## src/rtl/mat_pkg.sv

```systemverilog
// Shared types and constants for the mat row streamer and its neighbours.
package mat_pkg;

    localparam int unsigned MAT_ELEM_BITS = 32;

    typedef enum logic [0:0] {
        MAT_DEST_UNIT  = 1'b0,
        MAT_DEST_CACHE = 1'b1
    } MatStreamDest_t;

    typedef enum logic [1:0] {
        IDLE,
        ISSUE,
        DRAIN,
        DONE
    } MatStreamState_t;

    // Index width for a set of n units; a single unit still gets one bit.
    function automatic int unsigned mat_unit_addr_bits(input int unsigned n);
        return (n > 1) ? $clog2(n) : 1;
    endfunction

endpackage

```

## src/rtl/mat_row_streamer_if.sv

```systemverilog
// Memory read port and unit/cache write ports of the mat row streamer.
interface mat_row_streamer_if #(
    parameter int unsigned WIDTH              = 16,
    parameter int unsigned ELEM_BITS          = mat_pkg::MAT_ELEM_BITS,
    parameter int unsigned DATA_MEM_ADDR_SIZE = 32,
    parameter int unsigned CACHE_SIZE         = 8,
    parameter int unsigned NUM_UNITS          = 2
);
    localparam int unsigned WIDTH_ADDR_SIZE = $clog2(WIDTH);
    localparam int unsigned CACHE_ADDR_SIZE = $clog2(CACHE_SIZE);
    localparam int unsigned DATA_W          = WIDTH * ELEM_BITS;

    logic                          mem_req;
    logic [DATA_MEM_ADDR_SIZE-1:0] mem_addr;
    logic [DATA_W-1:0]             mem_data;

    logic [NUM_UNITS-1:0]          unit_set_weight;
    logic [WIDTH_ADDR_SIZE-1:0]    unit_set_weight_row;
    logic [DATA_W-1:0]             unit_data;

    logic                          cache_write_en;
    logic [CACHE_ADDR_SIZE-1:0]    cache_write_addr;
    logic [WIDTH_ADDR_SIZE-1:0]    cache_write_row;
    logic [DATA_W-1:0]             cache_data;

    modport master (
        output mem_req, mem_addr,
        input  mem_data,
        output unit_set_weight, unit_set_weight_row, unit_data,
        output cache_write_en, cache_write_addr, cache_write_row, cache_data
    );

    modport slave (
        input  mem_req, mem_addr,
        output mem_data,
        input  unit_set_weight, unit_set_weight_row, unit_data,
        input  cache_write_en, cache_write_addr, cache_write_row, cache_data
    );

endinterface

```

## src/rtl/mat_req_tracker.sv

```systemverilog
// Shift pipe tagging each outstanding memory read with its row index until data returns.
module mat_req_tracker #(
    parameter int unsigned MEM_LATENCY = 1,
    parameter int unsigned ROW_BITS    = 4
) (
    input  logic                clock,
    input  logic                reset,
    input  logic                flush,
    input  logic                push_valid,
    input  logic [ROW_BITS-1:0] push_row,
    output logic                pop_valid,
    output logic [ROW_BITS-1:0] pop_row
);
    localparam int unsigned PIPE_W = MEM_LATENCY * ROW_BITS;

    logic [MEM_LATENCY-1:0] valid_q;
    logic [PIPE_W-1:0]      row_q;

    // Stage 0 sits in the low bits; shifting left by one stage per edge.
    always_ff @(posedge clock or negedge reset) begin
        if (!reset) begin
            valid_q <= '0;
            row_q   <= '0;
        end else if (flush) begin
            valid_q <= '0;
        end else begin
            valid_q <= MEM_LATENCY'({valid_q, push_valid});
            row_q   <= PIPE_W'({row_q, push_row});
        end
    end

    assign pop_valid = valid_q[MEM_LATENCY-1];
    assign pop_row   = row_q[PIPE_W-1 -: ROW_BITS];

endmodule

```

## src/rtl/mat_row_streamer.sv

```systemverilog
// DMA-style sequencer streaming a strided block of matrix rows from data memory
// into the weight rows of one mat unit or into one cache entry.
module mat_row_streamer
    import mat_pkg::*;
#(
    parameter int unsigned WIDTH              = 16,
    parameter int unsigned ELEM_BITS          = MAT_ELEM_BITS,
    parameter int unsigned DATA_MEM_ADDR_SIZE = 32,
    parameter int unsigned CACHE_SIZE         = 8,
    parameter int unsigned NUM_UNITS          = 2,
    parameter int unsigned MEM_LATENCY        = 1,
    localparam int unsigned WIDTH_ADDR_SIZE   = $clog2(WIDTH),
    localparam int unsigned CACHE_ADDR_SIZE   = $clog2(CACHE_SIZE),
    localparam int unsigned UNIT_ADDR_SIZE    = mat_unit_addr_bits(NUM_UNITS)
) (
    input  logic                          clock,
    input  logic                          reset,
    input  logic                          start,
    input  logic                          abort,
    input  logic [DATA_MEM_ADDR_SIZE-1:0] cfg_base,
    input  logic [DATA_MEM_ADDR_SIZE-1:0] cfg_stride,
    input  logic [WIDTH_ADDR_SIZE:0]      cfg_rows,
    input  logic                          cfg_dest,
    input  logic [UNIT_ADDR_SIZE-1:0]     cfg_unit,
    input  logic [CACHE_ADDR_SIZE-1:0]    cfg_cache_addr,
    output logic                          busy,
    output logic                          done,
    output logic                          err,
    mat_row_streamer_if.master            bus
);
    localparam int unsigned ROW_W  = WIDTH_ADDR_SIZE;
    localparam int unsigned CNT_W  = WIDTH_ADDR_SIZE + 1;
    localparam int unsigned DATA_W = WIDTH * ELEM_BITS;

    MatStreamState_t state_q, state_d;

    // Latched configuration
    MatStreamDest_t                dest_q;
    logic [CNT_W-1:0]              rows_q;
    logic [DATA_MEM_ADDR_SIZE-1:0] stride_q;
    logic [UNIT_ADDR_SIZE-1:0]     unit_q;
    logic [CACHE_ADDR_SIZE-1:0]    cache_addr_q;

    logic [DATA_MEM_ADDR_SIZE-1:0] addr_q;
    logic [ROW_W-1:0]              issue_row_q;
    logic                          err_q;

    logic                          wr_valid_q;
    logic [ROW_W-1:0]              wr_row_q;
    logic [NUM_UNITS-1:0]          unit_we_q;
    logic [ROW_W-1:0]              unit_row_q;
    logic [DATA_W-1:0]             unit_data_q;
    logic                          cache_we_q;
    logic [CACHE_ADDR_SIZE-1:0]    cache_waddr_q;
    logic [ROW_W-1:0]              cache_row_q;
    logic [DATA_W-1:0]             cache_data_q;

    logic                          cfg_legal;
    logic [31:0]                   unit_ext;
    logic [CNT_W-1:0]              rows_m1;
    logic                          active;
    logic                          last_req;
    logic                          last_wr;
    logic                          flush;
    logic                          pop_valid;
    logic [ROW_W-1:0]              pop_row;

    assign unit_ext = 32'(cfg_unit);

    always_comb begin
        cfg_legal = 1'b1;
        if (cfg_rows == '0 || cfg_rows > CNT_W'(WIDTH)) begin
            cfg_legal = 1'b0;
        end
        if (MatStreamDest_t'(cfg_dest) == MAT_DEST_UNIT && unit_ext >= 32'(NUM_UNITS)) begin
            cfg_legal = 1'b0;
        end
    end

    assign rows_m1  = rows_q - CNT_W'(1);
    assign active   = (state_q == ISSUE) || (state_q == DRAIN);
    assign last_req = (state_q == ISSUE) && (CNT_W'(issue_row_q) == rows_m1);
    // Writes leave in ascending row order, so the last row's write closes the transfer.
    assign last_wr  = wr_valid_q && (CNT_W'(wr_row_q) == rows_m1);
    assign flush    = active && abort;

    always_ff @(posedge clock or negedge reset) begin
        if (!reset) begin
            state_q <= IDLE;
        end else begin
            state_q <= state_d;
        end
    end

    always_comb begin
        state_d = state_q;
        unique case (state_q)
            IDLE: begin
                if (start) begin
                    state_d = cfg_legal ? ISSUE : DONE;
                end
            end
            ISSUE: begin
                if (abort) begin
                    state_d = IDLE;
                end else if (last_req) begin
                    state_d = DRAIN;
                end
            end
            DRAIN: begin
                if (abort) begin
                    state_d = IDLE;
                end else if (last_wr) begin
                    state_d = DONE;
                end
            end
            DONE: begin
                state_d = IDLE;
            end
            default: begin
                state_d = IDLE;
            end
        endcase
    end

    mat_req_tracker #(
        .MEM_LATENCY (MEM_LATENCY),
        .ROW_BITS    (ROW_W)
    ) u_tracker (
        .clock      (clock),
        .reset      (reset),
        .flush      (flush),
        .push_valid (state_q == ISSUE),
        .push_row   (issue_row_q),
        .pop_valid  (pop_valid),
        .pop_row    (pop_row)
    );

    always_ff @(posedge clock or negedge reset) begin
        if (!reset) begin
            dest_q        <= MAT_DEST_UNIT;
            rows_q        <= '0;
            stride_q      <= '0;
            unit_q        <= '0;
            cache_addr_q  <= '0;
            addr_q        <= '0;
            issue_row_q   <= '0;
            err_q         <= 1'b0;
            wr_valid_q    <= 1'b0;
            wr_row_q      <= '0;
            unit_we_q     <= '0;
            unit_row_q    <= '0;
            unit_data_q   <= '0;
            cache_we_q    <= 1'b0;
            cache_waddr_q <= '0;
            cache_row_q   <= '0;
            cache_data_q  <= '0;
        end else begin
            wr_valid_q <= 1'b0;
            unit_we_q  <= '0;
            cache_we_q <= 1'b0;

            if (state_q == IDLE && start) begin
                err_q        <= ~cfg_legal;
                dest_q       <= MatStreamDest_t'(cfg_dest);
                rows_q       <= cfg_rows;
                stride_q     <= cfg_stride;
                unit_q       <= cfg_unit;
                cache_addr_q <= cfg_cache_addr;
                addr_q       <= cfg_base;
                issue_row_q  <= '0;
            end else if (state_q == ISSUE && !abort) begin
                addr_q      <= addr_q + stride_q;
                issue_row_q <= issue_row_q + ROW_W'(1);
            end

            // Returning data is only written while a transfer is live; data outputs
            // of the untargeted port keep their previous contents.
            if (active && !abort && pop_valid) begin
                wr_valid_q <= 1'b1;
                wr_row_q   <= pop_row;
                if (dest_q == MAT_DEST_UNIT) begin
                    unit_we_q   <= NUM_UNITS'(1) << unit_q;
                    unit_row_q  <= pop_row;
                    unit_data_q <= bus.mem_data;
                end else begin
                    cache_we_q    <= 1'b1;
                    cache_waddr_q <= cache_addr_q;
                    cache_row_q   <= pop_row;
                    cache_data_q  <= bus.mem_data;
                end
            end
        end
    end

    assign busy = active;
    assign done = (state_q == DONE);
    assign err  = err_q;

    assign bus.mem_req             = (state_q == ISSUE);
    assign bus.mem_addr            = addr_q;
    assign bus.unit_set_weight     = unit_we_q;
    assign bus.unit_set_weight_row = unit_row_q;
    assign bus.unit_data           = unit_data_q;
    assign bus.cache_write_en      = cache_we_q;
    assign bus.cache_write_addr    = cache_waddr_q;
    assign bus.cache_write_row     = cache_row_q;
    assign bus.cache_data          = cache_data_q;

endmodule

```

## src/flat_wrapper.sv

```systemverilog
// flat-port wrapper written by rule: the top's interface ports become plain ports
module mat_row_streamer_flat import mat_pkg::*;
#(
    parameter int unsigned WIDTH              = 16,
    parameter int unsigned ELEM_BITS          = MAT_ELEM_BITS,
    parameter int unsigned DATA_MEM_ADDR_SIZE = 32,
    parameter int unsigned CACHE_SIZE         = 8,
    parameter int unsigned NUM_UNITS          = 2,
    parameter int unsigned MEM_LATENCY        = 1,
    localparam int unsigned WIDTH_ADDR_SIZE   = $clog2(WIDTH),
    localparam int unsigned CACHE_ADDR_SIZE   = $clog2(CACHE_SIZE),
    localparam int unsigned UNIT_ADDR_SIZE    = mat_unit_addr_bits(NUM_UNITS)
)
  (clock, reset, start, abort, cfg_base, cfg_stride, cfg_rows, cfg_dest, cfg_unit, cfg_cache_addr, busy, done, err, bus_mem_req, bus_mem_addr, bus_mem_data, bus_unit_set_weight, bus_unit_set_weight_row, bus_unit_data, bus_cache_write_en, bus_cache_write_addr, bus_cache_write_row, bus_cache_data);
  mat_row_streamer_if #(.WIDTH(WIDTH), .ELEM_BITS(ELEM_BITS), .DATA_MEM_ADDR_SIZE(DATA_MEM_ADDR_SIZE), .CACHE_SIZE(CACHE_SIZE), .NUM_UNITS(NUM_UNITS)) bus_i ();
  input  logic clock;
  input  logic reset;
  input  logic start;
  input  logic abort;
  input  logic [DATA_MEM_ADDR_SIZE-1:0] cfg_base;
  input  logic [DATA_MEM_ADDR_SIZE-1:0] cfg_stride;
  input  logic [WIDTH_ADDR_SIZE:0] cfg_rows;
  input  logic cfg_dest;
  input  logic [UNIT_ADDR_SIZE-1:0] cfg_unit;
  input  logic [CACHE_ADDR_SIZE-1:0] cfg_cache_addr;
  output logic busy;
  output logic done;
  output logic err;
  output wire logic [$bits(bus_i.mem_req)-1:0] bus_mem_req;
  output wire logic [$bits(bus_i.mem_addr)-1:0] bus_mem_addr;
  input wire logic [$bits(bus_i.mem_data)-1:0] bus_mem_data;
  output wire logic [$bits(bus_i.unit_set_weight)-1:0] bus_unit_set_weight;
  output wire logic [$bits(bus_i.unit_set_weight_row)-1:0] bus_unit_set_weight_row;
  output wire logic [$bits(bus_i.unit_data)-1:0] bus_unit_data;
  output wire logic [$bits(bus_i.cache_write_en)-1:0] bus_cache_write_en;
  output wire logic [$bits(bus_i.cache_write_addr)-1:0] bus_cache_write_addr;
  output wire logic [$bits(bus_i.cache_write_row)-1:0] bus_cache_write_row;
  output wire logic [$bits(bus_i.cache_data)-1:0] bus_cache_data;
  assign bus_mem_req = bus_i.mem_req;
  assign bus_mem_addr = bus_i.mem_addr;
  assign bus_i.mem_data = bus_mem_data;
  assign bus_unit_set_weight = bus_i.unit_set_weight;
  assign bus_unit_set_weight_row = bus_i.unit_set_weight_row;
  assign bus_unit_data = bus_i.unit_data;
  assign bus_cache_write_en = bus_i.cache_write_en;
  assign bus_cache_write_addr = bus_i.cache_write_addr;
  assign bus_cache_write_row = bus_i.cache_write_row;
  assign bus_cache_data = bus_i.cache_data;
  mat_row_streamer #(.WIDTH(WIDTH), .ELEM_BITS(ELEM_BITS), .DATA_MEM_ADDR_SIZE(DATA_MEM_ADDR_SIZE), .CACHE_SIZE(CACHE_SIZE), .NUM_UNITS(NUM_UNITS), .MEM_LATENCY(MEM_LATENCY)) u_core (.clock(clock), .reset(reset), .start(start), .abort(abort), .cfg_base(cfg_base), .cfg_stride(cfg_stride), .cfg_rows(cfg_rows), .cfg_dest(cfg_dest), .cfg_unit(cfg_unit), .cfg_cache_addr(cfg_cache_addr), .busy(busy), .done(done), .err(err), .bus(bus_i));
endmodule
```

## config.mk

```make
export PLATFORM = sky130hd
export DESIGN_NAME = mat_row_streamer_flat
export DESIGN_NICKNAME = d
export VERILOG_FILES = /design/src/rtl/mat_pkg.sv /design/src/rtl/mat_row_streamer_if.sv /design/src/rtl/mat_req_tracker.sv /design/src/rtl/mat_row_streamer.sv /design/src/flat_wrapper.sv
export SDC_FILE = /design/constraint.sdc
export NUM_CORES = 2
export LEC_CHECK = 0
export ABC_AREA = 0
export CAP_MARGIN = 20
export CORE_AREA = 3 3 640 642
export CTS_BUF_LIST = sky130_fd_sc_hd__clkbuf_4
export CTS_CLUSTER_DIAMETER = 150
export DETAILED_ROUTE_END_ITERATION = 12
export DIE_AREA = 0 0 643 645
export HOLD_SLACK_MARGIN = 0.12
export SYNTH_ARGS = -nofsm -noshare
export SYNTH_HDL_FRONTEND = slang
export SYNTH_SLANG_ARGS = --single-unit
```

## constraint.sdc

```tcl
create_clock -name clock -period 4.25 [get_ports clock]
set_clock_uncertainty 0.1 [all_clocks]
set_input_delay 0.85 -clock clock [delete_from_list [all_inputs] [get_ports clock]]
set_output_delay 0.85 -clock clock [all_outputs]
set_load 0.005 [all_outputs]
```

**After elaboration in Yosys (flattened, before gate mapping)**

Index checks and enable logic that the tools add are counted.

- Bits in registers: 1129
- Logic and storage cells: 73

- $add $sub $neg: 3
- Muxes and demuxes: 19
- Reduce and logical (&&, ||, !) cells: 17
- Bitwise gates (word level): 3
- Shifts and indexed selects: 1
- Magnitude comparators: 2
- Eq/ne operators: 8

Operators by type and width:

| cell | count |
|---|---|
| 32-bit two-way mux | 2 |
| 32-bit adder | 1 |
| 2-bit two-way mux | 8 |
| 4-bit by 5-bit equality test with 1-bit output | 2 |
| 1-bit logical AND | 8 |
| 4-bit two-way mux | 2 |
| 2-bit one-hot mux with 4 select lines | 1 |
| 1-bit two-way mux | 6 |
| 3-bit by 2-bit inequality test with 1-bit output (second input constant) | 2 |
| 5-bit greater-than comparator (second input constant) | 1 |
| 5-bit logical NOT | 1 |
| 5-bit by 1-bit subtractor with 5-bit output (second input constant) | 1 |
| 4-bit by 1-bit adder with 4-bit output (second input constant) | 1 |
| 2-bit equality test (second input constant) | 2 |
| 2-bit AND reduction | 2 |
| 1-bit inverter | 3 |
| 3-bit AND reduction | 1 |
| 2-bit by 1-bit equality test with 1-bit output (second input constant) | 1 |
| 1-bit by 2-bit greater-or-equal comparator with 1-bit output (second input constant) | 1 |
| 2-bit logical NOT | 1 |
| 1-bit logical OR | 2 |
| 2-bit inequality test (second input constant) | 1 |
| 2-bit nonzero test | 1 |
| 1-bit by 1-bit left shift with 2-bit output (first input constant) | 1 |
| 1-bit logical NOT | 1 |

**Depth between registers and ports, before layout**

- Depth in word-level cells: 7
- Depth in mapped cells: 11
- Depth with buffers taken out: 11

**Hierarchy**

Synthesis repeated with hierarchy kept, for this count alone.

- Cell total of the unflattened synthesis: 5070
- Area total of the unflattened synthesis: 44265.0 µm²

Modules (own cells, without submodules):

| module | area an instance (µm²) | times used | cells each |
|---|---|---|---|
| mat_row_streamer | 44086.0 | 1 | 5060 |
| mat_req_tracker | 178.9 | 1 | 10 |

**Worst setup path before layout**

Ideal clock, no wire load.

- Kind: register to register
- Start point: register u_core.addr_q[0], in the netlist u_core.bus.mem_addr[0]
- End point: register u_core.addr_q[30], in the netlist u_core.bus.mem_addr[30]
- Data arrival time: 2.540 ns
- Buffers on the path: 0
- Required time: 4.024 ns
- Cell stages (with the launch flop): 12
- Path slack: 1.484 ns
- Path through: dfrtp_1 ha_1 fa_1 a21o_1 a31oi_1 o21ai_2 o21ai_2 a211oi_2 nor3_2 o31ai_2 mux2i_1 a221o_1

- Longest elaborated chain between the ends: 3

Ends and longest elaborated chain:

| item | line | text |
|---|---|---|
| start: declaration | mat_row_streamer.sv:44 | `logic [DATA_MEM_ADDR_SIZE-1:0] addr_q;` |
| start signal: assignment | mat_row_streamer.sv:170 | `addr_q <= cfg_base;` |
| start signal: assignment | mat_row_streamer.sv:173 | `addr_q <= addr_q + stride_q;` |
| 32-bit adder | mat_row_streamer.sv:173 |  |
| 32-bit two-way mux | mat_row_streamer.sv:172 | `end else if (state_q == ISSUE && !abort) begin` |
| 32-bit two-way mux | mat_row_streamer.sv:163 | `if (state_q == IDLE && start) begin` |

Every way passes these cells. The select of a mux whose other input is x is not followed.
A chain may end at the register's enable or synchronous reset.

**Worst setup path after layout**

- Start point: register u_core.state_q[1]
- End point: output port bus_mem_req

- Longest elaborated chain between the ends: 1

Ends and longest elaborated chain:

| item | line | text |
|---|---|---|
| start: declaration | mat_row_streamer.sv:35 | `MatStreamState_t state_q, state_d;` |
| start signal: assignment | mat_row_streamer.sv:91 | `state_q <= state_d;` |
| 2-bit by 1-bit equality test with 1-bit output | mat_row_streamer.sv:200 | `assign bus.mem_req = (state_q == ISSUE);` |
| end: declaration | flat_wrapper.sv:29 | `output wire logic [$bits(bus_i.mem_req)-1:0] bus_mem_req;` |

Every way passes these cells.

==> flow_summary.rst <==
.. list-table::
   :header-rows: 1

   * - Metric
     - Value
   * - Flip-flop and latch count after synthesis
     - 1129
   * - Accumulated negative setup slack
     - 0 ns
   * - Synthesized Nets
     - 5678
   * - Setup crit start kind
     - register
   * - Antenna violations before repair
     - 81
   * - Sw Share
     - 0.421
   * - FF-to-FF End
     - u_core.bus.mem_addr[31]
   * - Number of buffers added by the clock tree synthesis step
     - 333
   * - Netlist area before placement
     - 44200 µm²
   * - Fraction of the mapped netlist area in adder cells
     - 0.0112
   * - Routed vias
     - 45962
   * - Number of buffers added for setup after CTS
     - 0
   * - Die area
     - 415000 µm²
   * - CP arrival
     - 2.90 ns
   * - Fraction of synthesized cell area in xor and xnor cells
     - 0.00733
   * - Total routed wirelength
     - 350 mm
   * - Count of unique library cells instantiated by Yosys
     - 66
   * - Clock power frac
     - 0.196
   * - Number of cells upsized or downsized after cts
     - 0
   * - Multi-input logic area
     - 14800 µm²
   * - IO Count
     - 1664
   * - Count of input and output buffers
     - 1663
   * - Final-layout fill cell count
     - 44995
   * - Top FF cell, synth
     - sky130_fd_sc_hd__dfrtp_1
   * - Transition time at the pin with the least slew margin
     - 0.944 ns
   * - Power per standard cell area
     - 707 nW/µm²
   * - # placed instances
     - 11999
   * - Slew margin rel.
     - 0.369
   * - Starting density of the core
     - 0.109
   * - Hold wc startpoint
     - u_core.bus.cache_data[207]
   * - Hold Crit Endpoint
     - u_core.bus.cache_data[207]
   * - Ys async rst share
     - 1.00
   * - Clock-pin slew reported for the worst setup and hold paths after clock tree synthesis
     - 0.07 ns
   * - Maximum fanout along the worst path
     - 4
   * - Combinational power share
     - 0.469
   * - Cells on Worst Hold Path
     - 2
   * - Hold/Removal Path Class
     - register to register
   * - Area delta synth->final
     - 76.4%
   * - Initial DRC count
     - 4033
   * - Internal Power
     - 31.9 mW
   * - Worst-skew pair later-pin latency
     - 1.31 ns
   * - Count of nets left with antenna violations after detail routing
     - 0
   * - Number of warning messages in the yosys log
     - 0
   * - Global-route wire length before repair
     - 452 mm
   * - EDFF count, synth
     - 0
   * - Final Slew Violations
     - 0
   * - Routability congestion estimate
     - 0.939
   * - Worst-case reg-to-reg path depth
     - 10
   * - Ratio of routed vias to standard cells
     - 3.48
   * - Slack of the worst reg-to-reg path
     - 0.65 ns
   * - Pin count of the biggest net entering global routing
     - 135
   * - Hold violation total from the final report
     - 0
   * - Share of post-route cells with drive strength above 1
     - 0.0859
   * - Compound-Gate Fraction of Synth Area
     - 0.0232
   * - Period Utilization, post-route
     - 0.907
   * - Post-detail-place hpwl
     - 292 mm
   * - Fraction of synthesized area in multiplexers
     - 0.00147
   * - GRT Total Usage
     - 0.163
   * - Nets
     - 8124
   * - Worst IR drop on VDD
     - 0.316 mV
   * - Type of the setup path with the least slack
     - register to output pin
   * - Max cap viols
     - 0
   * - Number of H-tree levels
     - 5
   * - Mean instance size in the synthesized netlist
     - 8.75 µm²
   * - Static Leak
     - 36.5 nW
   * - Endpoint type of the worst setup path
     - output pin
   * - Clock root cell
     - sky130_fd_sc_hd__clkbuf_4
   * - Sequential-to-total area share from yosys stat
     - 0.639
   * - RSZ-0062 raised after global routing
     - false
   * - Non-filler cells in the finished layout
     - 13189
   * - Count of mapped cells out of synthesis
     - 5049
   * - DIE WIDTH
     - 643 µm
   * - Share of power burned in registers
     - 0.335
   * - Net switching power
     - 23.2 mW
   * - Maximum achievable frequency
     - 259 MHz
   * - Global route overflow
     - 0
   * - Sequential standard cell area
     - 28300 µm²
   * - Vert. Die Dim
     - 645 µm
   * - Setup-failing EPs final
     - 0
   * - TritonCTS clock tree
     - yes
   * - Drt wl/cell
     - 26.5 µm
   * - Critical path startpoint
     - u_core.state_q[1]
   * - Via count of the first global-routing pass
     - 46091
   * - Post-synthesis share of cell area spent on and, or, nand and nor gates
     - 0.292
   * - Number of placement rows
     - 234
   * - Placeable core region
     - 405000 µm²
   * - DRC violation count after routing
     - 0
   * - Final worst path period need
     - 3.85 ns
   * - Dominant combinational cell family by area after synthesis
     - simple AND/OR/NAND/NOR gates
   * - Worst path required time
     - 3.30 ns
   * - Clock net sink count
     - 1129
   * - Number of detailed-route iterations in the first pass
     - 5
   * - Largest buffer count on any clock path
     - 4
   * - Run status
     - finished clean
   * - RR Startpoint
     - u_core.bus.mem_addr[1]
==> power groups by stage <==
stage	Clock, mW	Combinational [mW]	Sequential, mW
floorplan	0	6.73	18.2
global placement	0	26.1	18.4
detailed placement	0	26.1	18.5
CTS	11.2	26.8	18.4
global route	11.8	28.1	19.0
finish	10.8	25.9	18.5
==> placed cells by master (no fill, tap or decap), types with 7 or more instances in the layout <==
master,count
sky130_fd_sc_hd__ha_1,38
sky130_fd_sc_hd__dfrtp_1,1129
sky130_fd_sc_hd__dlygate4sd3_1,588
sky130_fd_sc_hd__o21ai_0,36
sky130_fd_sc_hd__nand2_1,3291
sky130_fd_sc_hd__a21oi_1,60
sky130_fd_sc_hd__nor2_1,52
sky130_fd_sc_hd__clkdlybuf4s50_1,1662
sky130_fd_sc_hd__buf_4,92
sky130_fd_sc_hd__xor2_1,17
sky130_fd_sc_hd__a21o_1,13
sky130_fd_sc_hd__nand4_1,9
sky130_fd_sc_hd__clkbuf_4,477
sky130_fd_sc_hd__o211ai_1,7
sky130_fd_sc_hd__xnor2_1,20
sky130_fd_sc_hd__clkinv_2,14
sky130_fd_sc_hd__diode_2,44
sky130_fd_sc_hd__clkinv_1,47
sky130_fd_sc_hd__buf_12,28
sky130_fd_sc_hd__inv_1,11
sky130_fd_sc_hd__a31oi_1,11
sky130_fd_sc_hd__nand3_1,8
==> registers in the layout, indices dropped and copies added (netlist names), 5 cells and up <==
| signal | flops |
|---|---|
| u_core.bus.cache_data | 512 |
| u_core.bus.mem_addr | 32 |
| u_core.bus.unit_data | 512 |
| u_core.rows_q | 5 |
| u_core.stride_q | 32 |
==> worst max-delay path by stage <==
| stage | cells past startpoint | to | slack (ns) |
|---|---|---|---|
| finish | 3 | bus_mem_req | 0.40 |
| global route | 3 | bus_mem_req | 0.10 |
| CTS | 1 | bus_cache_data[5] | 0.05 |
| detailed placement | 8 | u_core.bus.cache_data[465] | 0.64 |
| global placement | 8 | u_core.bus.cache_data[448] | 0.71 |
| floorplan | 11 | u_core.bus.mem_addr[30] | 1.48 |
==> logic make-up (layout without fill, tap and decap cells) <==
logic type,Yosys count,after routing
adders and majority gates,39,39
AOI/OAI and AO/OA,165,165
buffers and inverters,273,2941
other,0,44
muxes,6,6
and+or+nand+nor,3400,3400
xor gates and xnor gates,37,37
DFF,1129,1129
==> cell usage after synthesis, types with 8 or more instances <==
cell                          n  share of area
sky130_fd_sc_hd__nor2_1      53         0.0045
sky130_fd_sc_hd__clkbuf_1   223          0.019
sky130_fd_sc_hd__xor2_1      17         0.0034
sky130_fd_sc_hd__ha_1        38          0.011
sky130_fd_sc_hd__nand3_1      8        0.00091
sky130_fd_sc_hd__xnor2_1     20         0.0040
sky130_fd_sc_hd__a21o_1      13         0.0022
sky130_fd_sc_hd__a31oi_1     11         0.0016
sky130_fd_sc_hd__a21oi_1     60         0.0068
sky130_fd_sc_hd__inv_1       11        0.00093
sky130_fd_sc_hd__o21ai_0     36         0.0041
sky130_fd_sc_hd__nand4_1      9         0.0013
sky130_fd_sc_hd__buf_2       20         0.0023
sky130_fd_sc_hd__nand2_1   3294           0.28
sky130_fd_sc_hd__dfrtp_1   1129           0.64
==> final cells by class <==
cell class                      instances  area share
Multi-Input combinational cell       3647       0.190
Tap cell                             5428      0.0871
Sequential cell                      1129       0.362
Clock buffer                          477      0.0459
Clock inverter                         80     0.00657
Antenna cell                           44     0.00141
Timing Repair Buffer                 2371       0.305
Inverter                               13    0.000722
==> worst max-delay path: stages (launching register included) <==
cell	delay [ns]
sky130_fd_sc_hd__dfrtp_1	0.41
sky130_fd_sc_hd__inv_1	0.13
sky130_fd_sc_hd__ha_1	0.28
sky130_fd_sc_hd__clkdlybuf4s50_1	0.81
==> stage by stage <==
step	hold slack (ns)	utilization	worst slack [ns]	power [mW]	area, µm²
3_3_place_gp	0.357	0.167	0.707	44.4	67800
4_1_cts	0.162	0.192	0.0494	56.4	77800
5_1_grt	0.233	0.192	0.102	58.8	77900
3_5_place_dp	0.361	0.167	0.637	44.6	67800
6_report	0.370	0.192	0.396	55.1	77900
2_1_floorplan	0.317	-	1.48	24.9	44200
==> routing by layer <==
layer | global-route usage | routed length (µm)
met5 | 0 | 381
met4 | 0.0620 | 15000
met3 | 0.0779 | 41100
met2 | 0.263 | 161000
met1 | 0.184 | 132000
==> repair_timing <==
action,4_1_cts,5_1_grt
endpoints found under the setup margin,0,0
hold buffers,589,0
endpoints found under the hold margin,2194,0
(Power assumes the default switching activity.)
